**src/rtl/recv_payload_reader_pkg.sv**
```systemverilog
// recv_payload_reader_pkg
// Shared definitions for the receive payload reader: the flow ID and
// payload-entry widths, and the reader FSM state encoding.
package recv_payload_reader_pkg;

    localparam int FLOW_ID_W            = 8;
    localparam int PAYLOAD_ENTRY_ADDR_W = 16;
    localparam int PAYLOAD_ENTRY_LEN_W  = 16;

    typedef enum logic [2:0] {
        ST_IDLE     = 3'd0,
        ST_QWAIT    = 3'd1,
        ST_MEM_REQ  = 3'd2,
        ST_MEM_DATA = 3'd3,
        ST_RESP     = 3'd4
    } state_e;

endpackage

```
**src/rtl/recv_payload_reader.sv**
```systemverilog
// recv_payload_reader
// Application-side consumer of the receive per-flow payload queues. Takes
// one read request at a time, dequeues one entry from the payload queues,
// streams the entry's payload from payload memory in DATA_W-wide beats and
// closes the request with a completion (flow ID, length, empty flag).
//
// Ports:
//   clk, rst                  clock, synchronous active-high reset
//   app_req_*                 application read request (val/rdy, flowid)
//   read_payload_req_*        dequeue request to the payload queues (no rdy)
//   read_payload_resp_*       queue response, QUEUE_LAT cycles after request
//   mem_rd_req_*              payload memory read request (val/rdy, addr)
//   mem_rd_resp_*             payload memory read data (val/rdy, data)
//   app_data_*                payload stream to app (byte 0 in MSBs)
//   app_resp_*                completion to app (flowid, empty, len)
//
// state       | meaning
// ST_IDLE     | ready for a request; dequeue pulse issued on acceptance
// ST_QWAIT    | counting down to the queue response sample point
// ST_MEM_REQ  | issuing the read for the next payload beat
// ST_MEM_DATA | passing the returned beat through to the app
// ST_RESP     | holding the completion until the app takes it
module recv_payload_reader
    import recv_payload_reader_pkg::*;
#(
    parameter int DATA_W    = 256,
    parameter int QUEUE_LAT = 2
) (
    input  logic                               clk,
    input  logic                               rst,

    input  logic                               app_req_val,
    input  logic [FLOW_ID_W-1:0]               app_req_flowid,
    output logic                               app_req_rdy,

    output logic                               read_payload_req_val,
    output logic [FLOW_ID_W-1:0]               read_payload_req_flowid,

    input  logic                               read_payload_resp_val,
    input  logic                               read_payload_resp_empty,
    input  logic [PAYLOAD_ENTRY_ADDR_W-1:0]    read_payload_resp_addr,
    input  logic [PAYLOAD_ENTRY_LEN_W-1:0]     read_payload_resp_len,

    output logic                               mem_rd_req_val,
    input  logic                               mem_rd_req_rdy,
    output logic [PAYLOAD_ENTRY_ADDR_W-1:0]    mem_rd_req_addr,

    input  logic                               mem_rd_resp_val,
    output logic                               mem_rd_resp_rdy,
    input  logic [DATA_W-1:0]                  mem_rd_resp_data,

    output logic                               app_data_val,
    input  logic                               app_data_rdy,
    output logic [DATA_W-1:0]                  app_data,
    output logic                               app_data_last,
    output logic [$clog2(DATA_W/8)-1:0]        app_data_padbytes,

    output logic                               app_resp_val,
    input  logic                               app_resp_rdy,
    output logic [FLOW_ID_W-1:0]               app_resp_flowid,
    output logic                               app_resp_empty,
    output logic [PAYLOAD_ENTRY_LEN_W-1:0]     app_resp_len
);

    localparam int DATA_BYTES = DATA_W / 8;
    localparam int PAD_W      = $clog2(DATA_BYTES);
    localparam int CNT_W      = (QUEUE_LAT > 1) ? $clog2(QUEUE_LAT) : 1;

    localparam logic [CNT_W-1:0]                WAIT_INIT = CNT_W'(QUEUE_LAT - 1);
    localparam logic [PAYLOAD_ENTRY_LEN_W-1:0]  BEAT_LEN  = PAYLOAD_ENTRY_LEN_W'(DATA_BYTES);
    localparam logic [PAYLOAD_ENTRY_ADDR_W-1:0] BEAT_ADDR = PAYLOAD_ENTRY_ADDR_W'(DATA_BYTES);

    state_e                          state;
    state_e                          state_nxt;
    logic [CNT_W-1:0]                wait_cnt;
    logic [FLOW_ID_W-1:0]            flowid_r;
    logic                            empty_r;
    logic [PAYLOAD_ENTRY_LEN_W-1:0]  len_r;
    logic [PAYLOAD_ENTRY_ADDR_W-1:0] cur_addr;
    logic [PAYLOAD_ENTRY_LEN_W-1:0]  remaining;

    logic beat_last;
    logic beat_xfer;
    logic q_empty;

    assign beat_last = (remaining <= BEAT_LEN);
    assign beat_xfer = mem_rd_resp_val && app_data_rdy;
    // A queue that reports empty is treated the same as one that returned no entry.
    assign q_empty   = !read_payload_resp_val || read_payload_resp_empty;

    assign mem_rd_req_addr = cur_addr;
    assign app_data        = mem_rd_resp_data;
    assign app_resp_flowid = flowid_r;
    assign app_resp_empty  = empty_r;
    assign app_resp_len    = len_r;

    always_comb begin
        state_nxt               = state;
        app_req_rdy             = 1'b0;
        read_payload_req_val    = 1'b0;
        read_payload_req_flowid = '0;
        mem_rd_req_val          = 1'b0;
        mem_rd_resp_rdy         = 1'b0;
        app_data_val            = 1'b0;
        app_data_last           = 1'b0;
        app_data_padbytes       = '0;
        app_resp_val            = 1'b0;

        case (state)
            ST_IDLE: begin
                app_req_rdy = 1'b1;
                if (app_req_val) begin
                    read_payload_req_val    = 1'b1;
                    read_payload_req_flowid = app_req_flowid;
                    state_nxt               = ST_QWAIT;
                end
            end
            ST_QWAIT: begin
                if (wait_cnt == '0) begin
                    if (q_empty || (read_payload_resp_len == '0)) begin
                        state_nxt = ST_RESP;
                    end else begin
                        state_nxt = ST_MEM_REQ;
                    end
                end
            end
            ST_MEM_REQ: begin
                mem_rd_req_val = 1'b1;
                if (mem_rd_req_rdy) begin
                    state_nxt = ST_MEM_DATA;
                end
            end
            ST_MEM_DATA: begin
                mem_rd_resp_rdy = app_data_rdy;
                app_data_val    = mem_rd_resp_val;
                app_data_last   = beat_last;
                // Full final beat truncates to zero padding.
                if (beat_last) begin
                    app_data_padbytes = PAD_W'(BEAT_LEN - remaining);
                end
                if (beat_xfer) begin
                    state_nxt = beat_last ? ST_RESP : ST_MEM_REQ;
                end
            end
            ST_RESP: begin
                app_resp_val = 1'b1;
                if (app_resp_rdy) begin
                    state_nxt = ST_IDLE;
                end
            end
            default: state_nxt = ST_IDLE;
        endcase
    end

    always_ff @(posedge clk) begin
        if (rst) begin
            state     <= ST_IDLE;
            wait_cnt  <= '0;
            flowid_r  <= '0;
            empty_r   <= 1'b0;
            len_r     <= '0;
            cur_addr  <= '0;
            remaining <= '0;
        end else begin
            state <= state_nxt;
            case (state)
                ST_IDLE: begin
                    if (app_req_val) begin
                        flowid_r <= app_req_flowid;
                        wait_cnt <= WAIT_INIT;
                        empty_r  <= 1'b0;
                        len_r    <= '0;
                    end
                end
                ST_QWAIT: begin
                    if (wait_cnt != '0) begin
                        wait_cnt <= wait_cnt - CNT_W'(1);
                    end else if (q_empty) begin
                        empty_r <= 1'b1;
                        len_r   <= '0;
                    end else begin
                        empty_r   <= 1'b0;
                        len_r     <= read_payload_resp_len;
                        cur_addr  <= read_payload_resp_addr;
                        remaining <= read_payload_resp_len;
                    end
                end
                ST_MEM_REQ: begin
                    if (mem_rd_req_rdy) begin
                        cur_addr <= cur_addr + BEAT_ADDR;
                    end
                end
                ST_MEM_DATA: begin
                    if (beat_xfer) begin
                        remaining <= remaining - BEAT_LEN;
                    end
                end
                default: ;
            endcase
        end
    end

endmodule
```
**config.mk**
```make
export PLATFORM = sky130hd
export DESIGN_NAME = recv_payload_reader
export DESIGN_NICKNAME = d
export VERILOG_FILES = /design/src/rtl/recv_payload_reader_pkg.sv /design/src/rtl/recv_payload_reader.sv
export SDC_FILE = /design/constraint.sdc
export NUM_CORES = 1
export LEC_CHECK = 0
export CAP_MARGIN = 20
export CELL_PAD_IN_SITES_DETAIL_PLACEMENT = 1
export CELL_PAD_IN_SITES_GLOBAL_PLACEMENT = 1
export CORE_AREA = 2 2 243 245
export DETAILED_ROUTE_END_ITERATION = 8
export DIE_AREA = 0 0 245 247
export PLACE_DENSITY_LB_ADDON = 0.1
export SYNTH_ARGS = -nofsm -noshare
export SYNTH_HDL_FRONTEND = slang
export SYNTH_SLANG_ARGS = --single-unit
```
**constraint.sdc**
```tcl
create_clock -name clk -period 2.2 [get_ports clk]
set_input_delay 0.33 -clock clk [delete_from_list [all_inputs] [get_ports clk]]
set_output_delay 0.33 -clock clk [all_outputs]
set_load 0.005 [all_outputs]
```
---- Yosys cells after proc, flatten, opt, wreduce, memory -nomap -nowiden ----
Cells that the tools add are included.
storage, ports and cells
  memory bits (read-only) ................. 0
  register bits after elaboration ......... 61
  memories kept ........................... 0
  word-level logic and storage cells ...... 76
  latch bits .............................. 0
  input bits .............................. 305
  RAM bits ................................ 0
  output and inout bits ................... 317
cells by class
  add/subtract/negate cells ............... 4
  order comparisons ....................... 1
  bitwise gates (word level) .............. 0
  reductions and logical operators ........ 15
  muxes and demuxes ....................... 39
  shift-type cells ........................ 0
  eq/ne operators ......................... 10
  multipliers ............................. 0
  divide/modulo/power cells ............... 0
operators with widths
  operator                                                                 number
  16-bit 2-to-1 mux                                                        9
  16-bit one-hot mux with 2 select lines                                   3
  3-bit 2-to-1 mux                                                         7
  16-bit by 6-bit adder with 16-bit output (second input constant)         1
  16-bit by 6-bit <= comparator with 1-bit output (second input constant)  1
  16-bit logical NOT                                                       1
  8-bit 2-to-1 mux                                                         2
  16-bit by 6-bit subtractor with 16-bit output (second input constant)    1
  3-bit one-hot mux with 5 select lines                                    1
  1-bit 2-to-1 mux                                                         13
  2-bit inequality test (second input constant)                            6
  5-bit 2-to-1 mux                                                         2
  4-bit AND reduction                                                      2
  3-bit by 2-bit equality test with 1-bit output (second input constant)   2
  2-bit nonzero test                                                       3
  5-bit AND reduction                                                      1
  1-bit by 5-bit subtractor with 5-bit output (first input constant)       1
  1-bit one-hot mux with 2 select lines                                    2
  2-bit AND reduction                                                      2
  3-bit by 1-bit equality test with 1-bit output (second input constant)   1
  3-bit equality test (second input constant)                              1
  3-bit logical NOT                                                        1
  3-bit AND reduction                                                      1
  1-bit logical OR                                                         2
  other kinds (3)                                                          3

---- Longest topological paths before layout ----
  depth after elaboration ................. 6
  depth in mapped cells ................... 8
  depth with buffers taken out ............ 7

---- Worst setup path after synthesis ----
No wires, ideal clock.
  path kind ............................... flip-flop to output port
  start ................................... register remaining[0]
  end ..................................... output app_data_padbytes[4]
  buffers on the path ..................... 0
  data required time ...................... 1870 ps
  stages on the path, launching flop included .. 8
  setup slack ............................. 209 ps
  data arrival time ....................... 1661 ps
  path through ............................ dfxtp_1 -> inv_1 -> ha_1 -> or4b_1 -> a211oi_2 -> nand2_1 -> inv_1 -> and3_1
between the ends
  longest elaborated chain between the ends .. 3
  elaborated cells on any way between the ends .. 4
  classes of those cells .................. add/sub (1); order compare (1); mux (2)
RTL lines
  element                                                                                                                RTL line                                               RTL
  start: declaration                                                                                                     recv_payload_reader.sv:80                              logic [PAYLOAD_ENTRY_LEN_W-1:0] remaining;
  start signal: assignment                                                                                               recv_payload_reader.sv:185                             remaining <= read_payload_resp_len;
  start signal: assignment                                                                                               recv_payload_reader.sv:195                             remaining <= remaining - BEAT_LEN;
  16-bit by 6-bit <= comparator with 1-bit output / 1-bit by 5-bit subtractor with 5-bit output (equally long branches)  recv_payload_reader.sv:86, recv_payload_reader.sv:139
  5-bit 2-to-1 mux (*)                                                                                                   recv_payload_reader.sv:138                             if (beat_last) begin
  5-bit 2-to-1 mux (*)                                                                                                   recv_payload_reader.sv:109                             case (state)
  end: declaration                                                                                                       recv_payload_reader.sv:56                              output logic [$clog2(DATA_W/8)-1:0] app_data_padbytes,
Mark *: on every way between the ends. The rest lies on a longest branch, timed or not.

---- Final worst setup path ----
Ends and elaborated chain as after synthesis.

==> results_dict.tcl <==
set metrics [dict create \
    crit_slowest_cell "or4b_4" \
    synth_cells 657 \
    num_vias 3956 \
    grt_pass1_wl_mm 31.0 \
    syn-num-nets 965 \
    ys_ff_latch 61 \
    rows 89 \
    critPathMaxStageDelay_ns 0.49 \
    fin_crit_ns 2.51 \
    htreeDepth 3 \
    clkPwrFrac_pct 49.0 \
    yosysWarnings 0 \
    leakagePower_nw 2.21 \
    syn-cell-area_um2 5060 \
    finalCritPeriodShare_pct 114 \
    dr.first_iter.drc_count 148 \
    wl_mm 22.1 \
    core_area_um2 58200 \
    crit_type "reg2out" \
    power_frac_seq_pct 33.4 \
    crit_arrival_ns 2.18 \
    synth-edff-count 0 \
    ys_top_cells_by_area "buf_4 (38%), dfxtp_1 (24%), a21oi_1 (4.8%), nand2_1 (4.4%), nor2_1 (2.6%)" \
    grt_max_degree 39 \
    wire_per_inst_um 16.1 \
    power_density_nw_per_um2 554 \
    cp_cell_sequence "inv_2 > ha_4 > or4b_4 > a211oi_4 > nand2_2 > buf_6 > inv_2 > and3_1 > buf_2" \
    hold_viol 0 \
    root_buffer "clkbuf_16" \
    initial_core_util_pct 8.70 \
    crit_path_frequent_cell "inv_2" \
    boundaryPins 622 \
    cts_sinks 61 \
    endpoint_kind "output port" \
    sw_frac_of_total_pct 28.6 \
    cap_violations 0 \
    worstSetupStartpointType "flip-flop" \
    layout-drive-gt1-share_pct 25.9 \
    syn_to_final_growth_pct 24.5 \
    antenna_found_initial 2 \
    gp_congestion 0.681 \
    fin_skew_ns 0.00996 \
    peakVddDrop_mv 0.375 \
    cts_tree "built" \
    status "complete, but fails checks" \
    dp_slack_ns -0.514 \
    grt_pass1_vias 4467 \
    fin_nets 897 \
    synth.largest_area_cell "buf_4" \
    hpwl_mm 17.0 \
    power_frac_comb_pct 17.6 \
    syn_area_per_cell_um2 7.71 \
    synth_cell_types 61 \
    vias_per_cell 2.89 \
    failed_checks "negative setup slack" \
    cts.path.max_buffers 2 \
    max-slew-margin-rel_pct 63.8 \
    drt-pass1-iter-count 4 \
    worstPathMaxFanout 3 \
    die_h_um 247 \
    final_core_util_pct 10.8 \
    antennaDiodeCount 0 \
    crit_required_ns 1.87 \
    insertion_delay_ns 0.38 \
    drtAntennaViolNets 0 \
    switchingPower_mw 0.999 \
    numCtsBuffers 9 \
    netlist.area_leader.share_pct 38.1 \
    synth-async-reset-ratio_pct 0 \
    crit_buf_inv 4 \
    ctsHoldBuffers 0 \
    path_clk_slew_ns 0.06 \
    hp-class "in2reg" \
    setup_viol 6 \
    fmax_ghz 0.398 \
    path_delay_family "simple AND/OR/NAND/NOR gates" \
    rsz0062_at_grt "yes" \
    setup_ws_ns -0.313 \
    grtUsageTotal_pct 7.33 \
    grt.overflow.total 0 \
    drc_errors 0 \
    dieWidth_um 245 \
    portBuffers 109 \
    p_int_mw 2.49 \
    seq_area_frac_synth_pct 24.1 \
    worst_pin_slew_ns 0.537 \
    die_area_um2 60500 \
    synthFlopType "dfxtp_1" \
    drv_slew 0 \
]
==> final timing paths <==
check | from | slack, ns | cells past startpoint | end
worst max-delay path | remaining[0] | -0.31 | 9 | app_data_padbytes[4]
worst min-delay path | rst | 0.34 | 2 | state[0]
worst max register to register | remaining[0] | 0.08 | 9 | state[1]
worst min register to register | app_resp_flowid[7] | 0.45 | 2 | app_resp_flowid[7]
==> area by class of cell <==
type,count,area (µm²)
inverter,20,82.6
clock buffer,11,243
timing repair buffer,201,1880
sequential,61,1220
timing repair inverter,1,8.76
clock inverter,5,83.8
fill,6843,51900
multi-input combinational,295,1810
tap,773,967
==> worst reg2reg max path: cells and delay by family (launching register included) <==
family	cells	cell delay, ns
buf+inv	3	0.31
simple gates	2	0.63
flops	1	0.33
fa+ha+maj	1	0.12
compound gates	3	0.62
==> layer usage <==
metal	share of wire (%)	vias up	global-route usage, %
met5	0.26	-	0.490
met4	5.8	4	5.40
met3	11	110	3.93
met2	42	247	10.4
met1	40	1806	8.25
li1	-	1789	-
==> power groups by stage <==
stage	logic (mW)	clock network (mW)	registers, mW
detailed placement	0.604	0	1.19
global route	0.677	1.86	1.17
finish	0.614	1.71	1.17
floorplan	0.579	0	1.19
global placement	0.606	0	1.19
CTS	0.628	1.84	1.17
==> layout by cell type, fill, tap and decap left out, drive strengths merged, types with 3 or more instances in the layout <==
cell / n
and2: 4
clkinv: 3
nand3: 12
buf: 99
a21oi: 51
nor3: 15
a31oi: 5
clkbuf: 11
nor2b: 5
clkdlybuf4s50: 90
nand2: 60
nand2b: 7
dlygate4sd2: 12
o21ai: 20
a21boi: 3
and3: 4
ha: 3
nand3b: 5
nor4: 6
a22oi: 11
a211oi: 3
nor3b: 4
mux2i: 4
dfxtp: 61
a221oi: 5
inv: 19
or3b: 3
nor2: 36
a22o: 3
==> repair_timing <==
action                     4_1_cts  5_1_grt
cloned                           1        0
pin swaps                       10        8
setup buffers                    8        3
setup endpoints to repair       21       11
resized for setup               74       11
hold endpoints to repair         0        0
==> flip-flops by register name (all words and copies together), names as in the netlist <==
register         count
app_resp_len        16
mem_rd_req_addr     16
app_resp_flowid      8
remaining           16
app_resp_empty       1
wait_cnt             1
state                3
==> metrics by stage <==
| stage | total power [mW] | std cells | TNS (ns) | hold WS [ns] | instance area, µm² |
|---|---|---|---|---|---|
| after floorplan | 1.77 | 657 | 0 | 0.441 | 5060 |
| after global placement | 1.80 | 1340 | -4.98 | 0.444 | 5760 |
| after detailed placement | 1.80 | 1340 | -5.69 | 0.449 | 5760 |
| after CTS | 3.64 | 1364 | -1.86 | 0.313 | 6230 |
| after global routing | 3.71 | 1367 | -2.07 | 0.348 | 6300 |
| final | 3.49 | 1367 | -1.33 | 0.339 | 6300 |
==> synth_stat cells, types with 2 or more instances <==
master and n:
or3b_1 2, and2_1 4, buf_4 257, nand2_1 59, xor2_1 2, nand3b_1 5, ha_1 3, nor3_1 15
a21boi_0 2, nor2_1 35, o211ai_1 2, buf_2 3, o21a_1 2, o21ai_0 16, clkbuf_1 15, o21ba_2 2
a221oi_1 2, a22oi_1 11, o32ai_1 2, or4b_1 2, nand3_1 12, inv_1 18, nor4_1 6, o21ai_1 3
a31oi_1 5, nand2b_1 7, a211oi_1 2, a221oi_2 3, buf_6 5, mux2i_1 4, nor3b_1 3, a21oi_1 49
nor2b_1 5, a22o_1 3, and3b_1 2, and3_1 4, dfxtp_1 61
==> kinds of logic after synthesis <==
kind of cell | Yosys count | share of synthesized area, %
adders and majority gates | 3 | 0.741
xor gates and xnor gates | 2 | 0.346
AOI/OAI and AO/OA | 116 | 15.0
DFF | 61 | 24.1
muxes | 4 | 0.791
and+or+nand+nor | 170 | 16.8
buffers and inverters | 301 | 42.2
(Power assumes the default switching activity.)
